$ cat config.mk
export PLATFORM = sky130hd
export DESIGN_NAME = rom_stream_reader
export DESIGN_NICKNAME = d
export VERILOG_FILES = /design/src/rtl/rom_stream_reader.sv
export SDC_FILE = /design/constraint.sdc
export NUM_CORES = 1
export LEC_CHECK = 0
export CORE_MARGIN = 4
export CORE_UTILIZATION = 55
export DETAILED_ROUTE_END_ITERATION = 7
export PLACE_DENSITY = 0.8
export SLEW_MARGIN = 30
export SYNTH_ARGS = -nofsm -noshare
export SYNTH_HDL_FRONTEND = slang
export SYNTH_SLANG_ARGS = --single-unit
export TNS_END_PERCENT = 100
$ cat constraint.sdc
create_clock -name clk -period 2.4 [get_ports clk]
set_input_delay 0.24 -clock clk [delete_from_list [all_inputs] [get_ports clk]]
set_output_delay 0.24 -clock clk [all_outputs]
set_load 0.05 [all_outputs]
$ cat src/rtl/rom_stream_reader.sv
// Burst reader for a 1-cycle-latency synchronous ROM: start address + length in,
// valid/ready word stream out, with a 4-entry FIFO and credit-gated read issue.
module rom_stream_reader #(
  parameter int unsigned WIDTH = 8,
  parameter int unsigned DEPTH = 256
) (
  input  logic                       clk,
  input  logic                       rst,
  input  logic                       start,
  input  logic [$clog2(DEPTH)-1:0]   start_addr,
  input  logic [$clog2(DEPTH):0]     len,
  output logic                       busy,
  output logic                       done,
  output logic [$clog2(DEPTH)-1:0]   rom_addr,
  input  logic [WIDTH-1:0]           rom_data,
  output logic [WIDTH-1:0]           m_data,
  output logic                       m_valid,
  input  logic                       m_ready,
  output logic                       m_last
);

  localparam int unsigned ADDRW  = $clog2(DEPTH);
  localparam int unsigned LENW   = ADDRW + 1;
  localparam int unsigned FIFO_D = 4;
  localparam int unsigned CNTW   = 3;

  typedef enum logic [1:0] {IDLE, ISSUE, DRAIN} state_t;

  state_t                        state_q, state_d;
  logic                          busy_d, done_d;
  logic [ADDRW-1:0]              addr_d, addr_inc;
  logic [LENW-1:0]               remaining_q, remaining_d;
  logic                          issue, issue_last, credit_ok;

  // Read pipeline: stage 1 = address presented, stage 2 = ROM output valid.
  logic                          v1_q, v2_q, l1_q, l2_q;

  // Shift-register FIFO; entry 0 is the stream head and drives the outputs directly.
  logic [FIFO_D-1:0][WIDTH-1:0]  mem_q, mem_d;
  logic [FIFO_D-1:0]             lst_q, lst_d;
  logic [FIFO_D-1:0]             vld_q, vld_d;
  logic [CNTW-1:0]               cnt_q, cnt_d;
  logic [CNTW-1:0]               wr_idx;
  logic                          push, pop;

  assign m_data  = mem_q[0];
  assign m_last  = lst_q[0];
  assign m_valid = vld_q[0];

  assign pop       = vld_q[0] & m_ready;
  assign push      = v2_q;
  assign credit_ok = (4'(cnt_q) + 4'(v1_q) + 4'(v2_q)) < 4'(FIFO_D);
  assign addr_inc  = (rom_addr == ADDRW'(DEPTH - 1)) ? '0 : rom_addr + ADDRW'(1);
  assign wr_idx    = pop ? cnt_q - CNTW'(1) : cnt_q;

  // Next-state and issue decisions.
  always_comb begin
    state_d     = state_q;
    busy_d      = busy;
    done_d      = 1'b0;
    addr_d      = rom_addr;
    remaining_d = remaining_q;
    issue       = 1'b0;
    issue_last  = 1'b0;
    case (state_q)
      IDLE: begin
        if (start) begin
          if (len == '0) begin
            done_d = 1'b1;
          end else begin
            issue       = 1'b1;
            issue_last  = (len == LENW'(1));
            addr_d      = start_addr;
            remaining_d = len - LENW'(1);
            busy_d      = 1'b1;
            state_d     = (len == LENW'(1)) ? DRAIN : ISSUE;
          end
        end
      end
      ISSUE: begin
        if (credit_ok) begin
          issue       = 1'b1;
          issue_last  = (remaining_q == LENW'(1));
          addr_d      = addr_inc;
          remaining_d = remaining_q - LENW'(1);
          if (remaining_q == LENW'(1)) state_d = DRAIN;
        end
      end
      DRAIN: begin
        if (pop && lst_q[0]) begin
          state_d = IDLE;
          busy_d  = 1'b0;
          done_d  = 1'b1;
        end
      end
      default: state_d = IDLE;
    endcase
  end

  // FIFO update; simultaneous push and pop keep the count unchanged.
  always_comb begin
    mem_d = mem_q;
    lst_d = lst_q;
    cnt_d = cnt_q;
    if (pop) begin
      for (int i = 0; i < FIFO_D - 1; i++) begin
        mem_d[i] = mem_q[i+1];
        lst_d[i] = lst_q[i+1];
      end
      mem_d[FIFO_D-1] = '0;
      lst_d[FIFO_D-1] = 1'b0;
      cnt_d = cnt_q - CNTW'(1);
    end
    if (push) begin
      mem_d[wr_idx[1:0]] = rom_data;
      lst_d[wr_idx[1:0]] = l2_q;
      cnt_d = pop ? cnt_q : cnt_q + CNTW'(1);
    end
    for (int i = 0; i < FIFO_D; i++) begin
      vld_d[i] = CNTW'(i) < cnt_d;
    end
  end

  always_ff @(posedge clk or posedge rst) begin
    if (rst) begin
      state_q     <= IDLE;
      busy        <= 1'b0;
      done        <= 1'b0;
      rom_addr    <= '0;
      remaining_q <= '0;
      v1_q        <= 1'b0;
      v2_q        <= 1'b0;
      l1_q        <= 1'b0;
      l2_q        <= 1'b0;
      mem_q       <= '0;
      lst_q       <= '0;
      vld_q       <= '0;
      cnt_q       <= '0;
    end else begin
      state_q     <= state_d;
      busy        <= busy_d;
      done        <= done_d;
      rom_addr    <= addr_d;
      remaining_q <= remaining_d;
      v1_q        <= issue;
      l1_q        <= issue_last;
      v2_q        <= v1_q;
      l2_q        <= l1_q;
      mem_q       <= mem_d;
      lst_q       <= lst_d;
      vld_q       <= vld_d;
      cnt_q       <= cnt_d;
    end
  end

endmodule

# Word level (Yosys, flattened, before mapping)
# Index checks and enable logic that the tools add are counted.
[classes]
n_reduce_logical = 9
n_lt_le_gt_ge = 4
n_addsub = 7
shift = 0
bitwise_logic = 1
n_mul = 0
mux = 45
n_eq_ne = 10
div_mod_pow = 0
[ops]
columns = ["cell", "count"]
rows = [
  ["$mux 32", 2],
  ["$mux 8", 5],
  ["$bwmux 32", 1],
  ["$mux 9", 3],
  ["$eq 9x1->1 const B", 2],
  ["$pmux 9 s2", 1],
  ["$sub 9x1->9 const B", 2],
  ["$demux 8 s2", 1],
  ["$pmux 8 s2", 1],
  ["$mux 1", 13],
  ["$mux 2", 6],
  ["$ne 2x2->1 const B", 5],
  ["$logic_not 9->1", 1],
  ["$mux 3", 3],
  ["$add 8x1->8 const B", 1],
  ["$eq 8x8->1 const B", 1],
  ["$mux 4", 2],
  ["$pmux 1 s2", 4],
  ["$reduce_and 4->1", 2],
  ["$pmux 2 s3", 1],
  ["$reduce_and 5->1", 1],
  ["$add 3x1->4", 1],
  ["$add 4x1->4", 1],
  ["$bwmux 4", 1],
  ["other kinds (13)", 15],
]
[totals]
output_inout_bits = 20
reg_bits = 65
latchBits = 0
romBits = 0
mem_count = 0
word_cells = 92
mem_bits_rw = 0

# Logic depth before layout (Yosys ltp)
[logic_depth]
depth_word = 8
ltp_mapped = 9

# Worst setup path after synthesis
# No wires, ideal clock.
[synth_path]
path_type = "register -> register"
from = "register cnt_q[0]"
to = "register remaining_q[7]"
path_buffers = 0
path_stages_with_launch = 8
t_arrival_ns = 1.730
synth_period_minus_slack_ns = 1.850
path_slack_ns = 0.550
path_cell_list = "dfrtp_1 > ha_1 > a21o_1 > a211oi_4 > nor2_4 > inv_2 > o21ai_0 > a22o_1"
[synth_via]
elab_chain_cells = 5
[synth_rtl]
columns = ["element", "line", "text"]
rows = [
  ["start, declared", "42", "logic [CNTW-1:0] cnt_q, cnt_d;"],
  ["start signal, assigned", "152", "cnt_q <= cnt_d;"],
  ["$add 3x1->4", "52", "assign credit_ok = (4'(cnt_q) + 4'(v1_q) + 4'(v2_q)) < 4'(FIFO_D);"],
  ["$add 4x1->4", "52", ""],
  ["$lt 4x3->1", "52", ""],
  ["$ne 2x2->1 (no line)", "-", ""],
  ["$reduce_and 4->1 (no line)", "-", ""],
  ["end signal, assigned", "144", "remaining_q <= remaining_d;"],
  ["end, declared", "32", "logic [LENW-1:0] remaining_q, remaining_d;"],
]
# No other way between the ends.
# A chain may end at the register's enable or synchronous reset.

# Worst setup path in the final report
# Ends and elaborated chain as after synthesis.

==> flow_summary.ini <==
[run_status]
outcome = finished, final reports clean

[cts]
hold_buffers = 0
cts_tree = yes
ctsResizeCount = 0
clkLatencyLatePin_ns = 0.33
h-tree-depth = 3
path_clk_slew_ns = 0.07
cts_root_buf = clkbuf_8
cts_sinks = 65
clockBufferDepth = 2
cts_setup_buffers = 0
numCtsBuffers = 9

[timing]
slew_violations = 0
tightest_slew_ns = 0.5520
max_slew_margin = 0.6286
hold_viol_final = 0
clock_skew_ns = 0.008162
post-route-period-util = 0.8729
finalSetupViolCount = 0
setup_tns_ns = 0
max_freq_mhz = 477.3
post-route-min-period_ns = 2.095
rsz0062_at_grt = no
fin_ws_ns = 0.3050

[die]
coreArea_um2 = 6061
dieArea_um2 = 7743
die_x_um = 88.00
start_util = 0.5807
num_rows = 28
ios = 49
die_height_um = 88.00

[synthesis]
avgSynthCellArea_um2 = 8.690
synth_area_um2 = 3520
yosys-top-cells-area = dfrtp_1, nand2_1, a31oi_1, nor2_1, o21ai_0
yosysMostFrequentCell = nand2_1
synth_edf_count = 0
netlist.area_leader.share = 0.4621
async_reset_ff_frac = 1.000
seq_area_frac_synth = 0.4621
synth.largest_area_cell = dfrtp_1
synthTopCellsByCount = nand2_1, dfrtp_1, nor2_1
syn-num-nets = 443
synth_seq_cells = 65
syn_inst = 405
ys_types = 50
yosys_warnings = 0
synth_flop_cell = dfrtp_1

[setup_path]
cp.arrival_ns = 2.31
rrSetupSlack_ns = 0.31
crit_path_start_kind = flip-flop
crit_type = flip-flop to flip-flop
r2r_cells = 7
crit_start = cnt_q[0]
crit_fanout = 18
end_kind = flip-flop
crit_required_ns = 2.62
r2r-end = remaining_q[7]
r2r-start = cnt_q[0]

[route]
drt_pass1_iterations = 4
vias = 3061
drt-vias-per-instance = 5.775
drc = 0
routedWlPerCell_um = 14.77
antenna_left = 0
wirelength_um = 7830
drtIter0Drc = 221

[grt]
grt_start_max_net_pins = 47
grt_pass1_wl_um = 13180
grt_use_total = 0.2158
antenna_found_initial = 0
grt_overflow = 0
grt_pass1_vias = 2957

[pwr]
ir_drop_v = 0.0008057
power_density_nw_per_um2 = 1284
power.total_uw = 5478
leakagePower_uw = 0.001911

[placement]
dpl.hpwl_um = 5499
preCtsSetupSlack_ns = 0.02129
place_congestion = 0.8697
io_buffers = 48

[worst_hold_path]
min_path_type = input pin to async pin

[finish]
diodes = 0
nets = 488
drive_gt1_frac = 0.09451
areaGrowthSynthToFinish_pct = 21.22

[job]
cap_violations = 0
## cells by family (layout without fill, tap and decap cells)
kind of cell	count (synthesis)	count (layout)	synth area share
and+or+nand+nor	171	171	0.2240
AOI/OAI and AO/OA	94	94	0.1706
DFF	65	65	0.4621
buffers and inverters	48	98	0.06328
adders and majority gates	9	9	0.03199
xor gates and xnor gates	9	9	0.02240
muxes	9	9	0.02560
## routing by layer
| layer | vias to the layer above | share of wire | GRT usage |
|---|---|---|---|
| li1 | 1483 | - | - |
| met1 | 1485 | 0.44 | 0.2745 |
| met2 | 87 | 0.50 | 0.3712 |
| met3 | 6 | 0.053 | 0.04704 |
| met4 | 0 | 0.0054 | 0.05997 |
| met5 | - | 0 | 0 |
## state kept, by name, indices dropped and copies added (netlist names)
name / cells
state_q: 2
push: 1
rom_addr: 8
vld_q: 1
lst_q: 4
mem_q: 24
v1_q: 1
m_data: 8
cnt_q: 3
l2_q: 1
done: 1
l1_q: 1
busy: 1
remaining_q: 9
## final cells by class
class,count,area [µm²]
clock inverter,6,82.58
timing repair buffer,60,583.1
multi-input combinational,292,1670
fill,477,1794
tap,75,93.84
inverter,22,82.58
sequential,65,1627
clock buffer,10,127.6
## critical path, stage by stage (launching register included)
cell	delay, ns
dfrtp_1	0.47
ha_1	0.32
a21o_1	0.20
a211oi_4	0.31
nor2_4	0.05
inv_2	0.25
o21ai_0	0.15
a22o_1	0.24
## how the worst max path moves through the flow
| stage | endpoint | slack, ns | depth (start not counted) |
|---|---|---|---|
| final | remaining_q[7] | 0.31 | 7 |
| after global routing | remaining_q[4] | 0.20 | 7 |
| after CTS | remaining_q[7] | 0.32 | 7 |
| after detailed placement | remaining_q[7] | 0.02 | 9 |
| after global placement | remaining_q[7] | 0.12 | 9 |
| after floorplan | busy | 0.53 | 1 |
## cells in the final DEF (no fill, tap or decap), types with 3 or more instances in the layout
| cell | synthesis | final |
|---|---|---|
| ha_1 | 9 | 9 |
| buf_4 | 9 | 11 |
| nor4_1 | 3 | 3 |
| clkdlybuf4s50_1 | 0 | 48 |
| xor2_1 | 3 | 3 |
| nand2_1 | 82 | 82 |
| nor2b_1 | 3 | 3 |
| a31oi_1 | 30 | 30 |
| mux2i_1 | 9 | 9 |
| o21ai_2 | 4 | 4 |
| inv_1 | 21 | 20 |
| o21ai_0 | 23 | 23 |
| dfrtp_1 | 65 | 65 |
| xnor2_1 | 6 | 6 |
| nand3_1 | 10 | 10 |
| nor2_1 | 44 | 44 |
| a211oi_1 | 3 | 3 |
| a21oi_1 | 16 | 16 |
| clkinv_2 | 0 | 3 |
| nor3_1 | 9 | 9 |
| clkbuf_8 | 0 | 9 |
## stage by stage
stage | instances | hold WS (ns) | util | area [µm²]
final | 530 | 0.2345 | 0.7040 | 4267
after floorplan | 405 | 0.3312 | - | 3520
after global routing | 530 | 0.2652 | 0.7040 | 4267
after CTS | 530 | 0.2280 | 0.7040 | 4267
after global placement | 514 | 0.3315 | 0.6693 | 4056
after detailed placement | 514 | 0.3362 | 0.6693 | 4056
## where the power goes
part | total, µW | internal [µW] | switching [µW]
clock | 993 | 580 | 414
sequential | 1940 | 1570 | 373
combinational | 2550 | 946 | 1600
No activity file was read; power rests on OpenSTA's default activity.
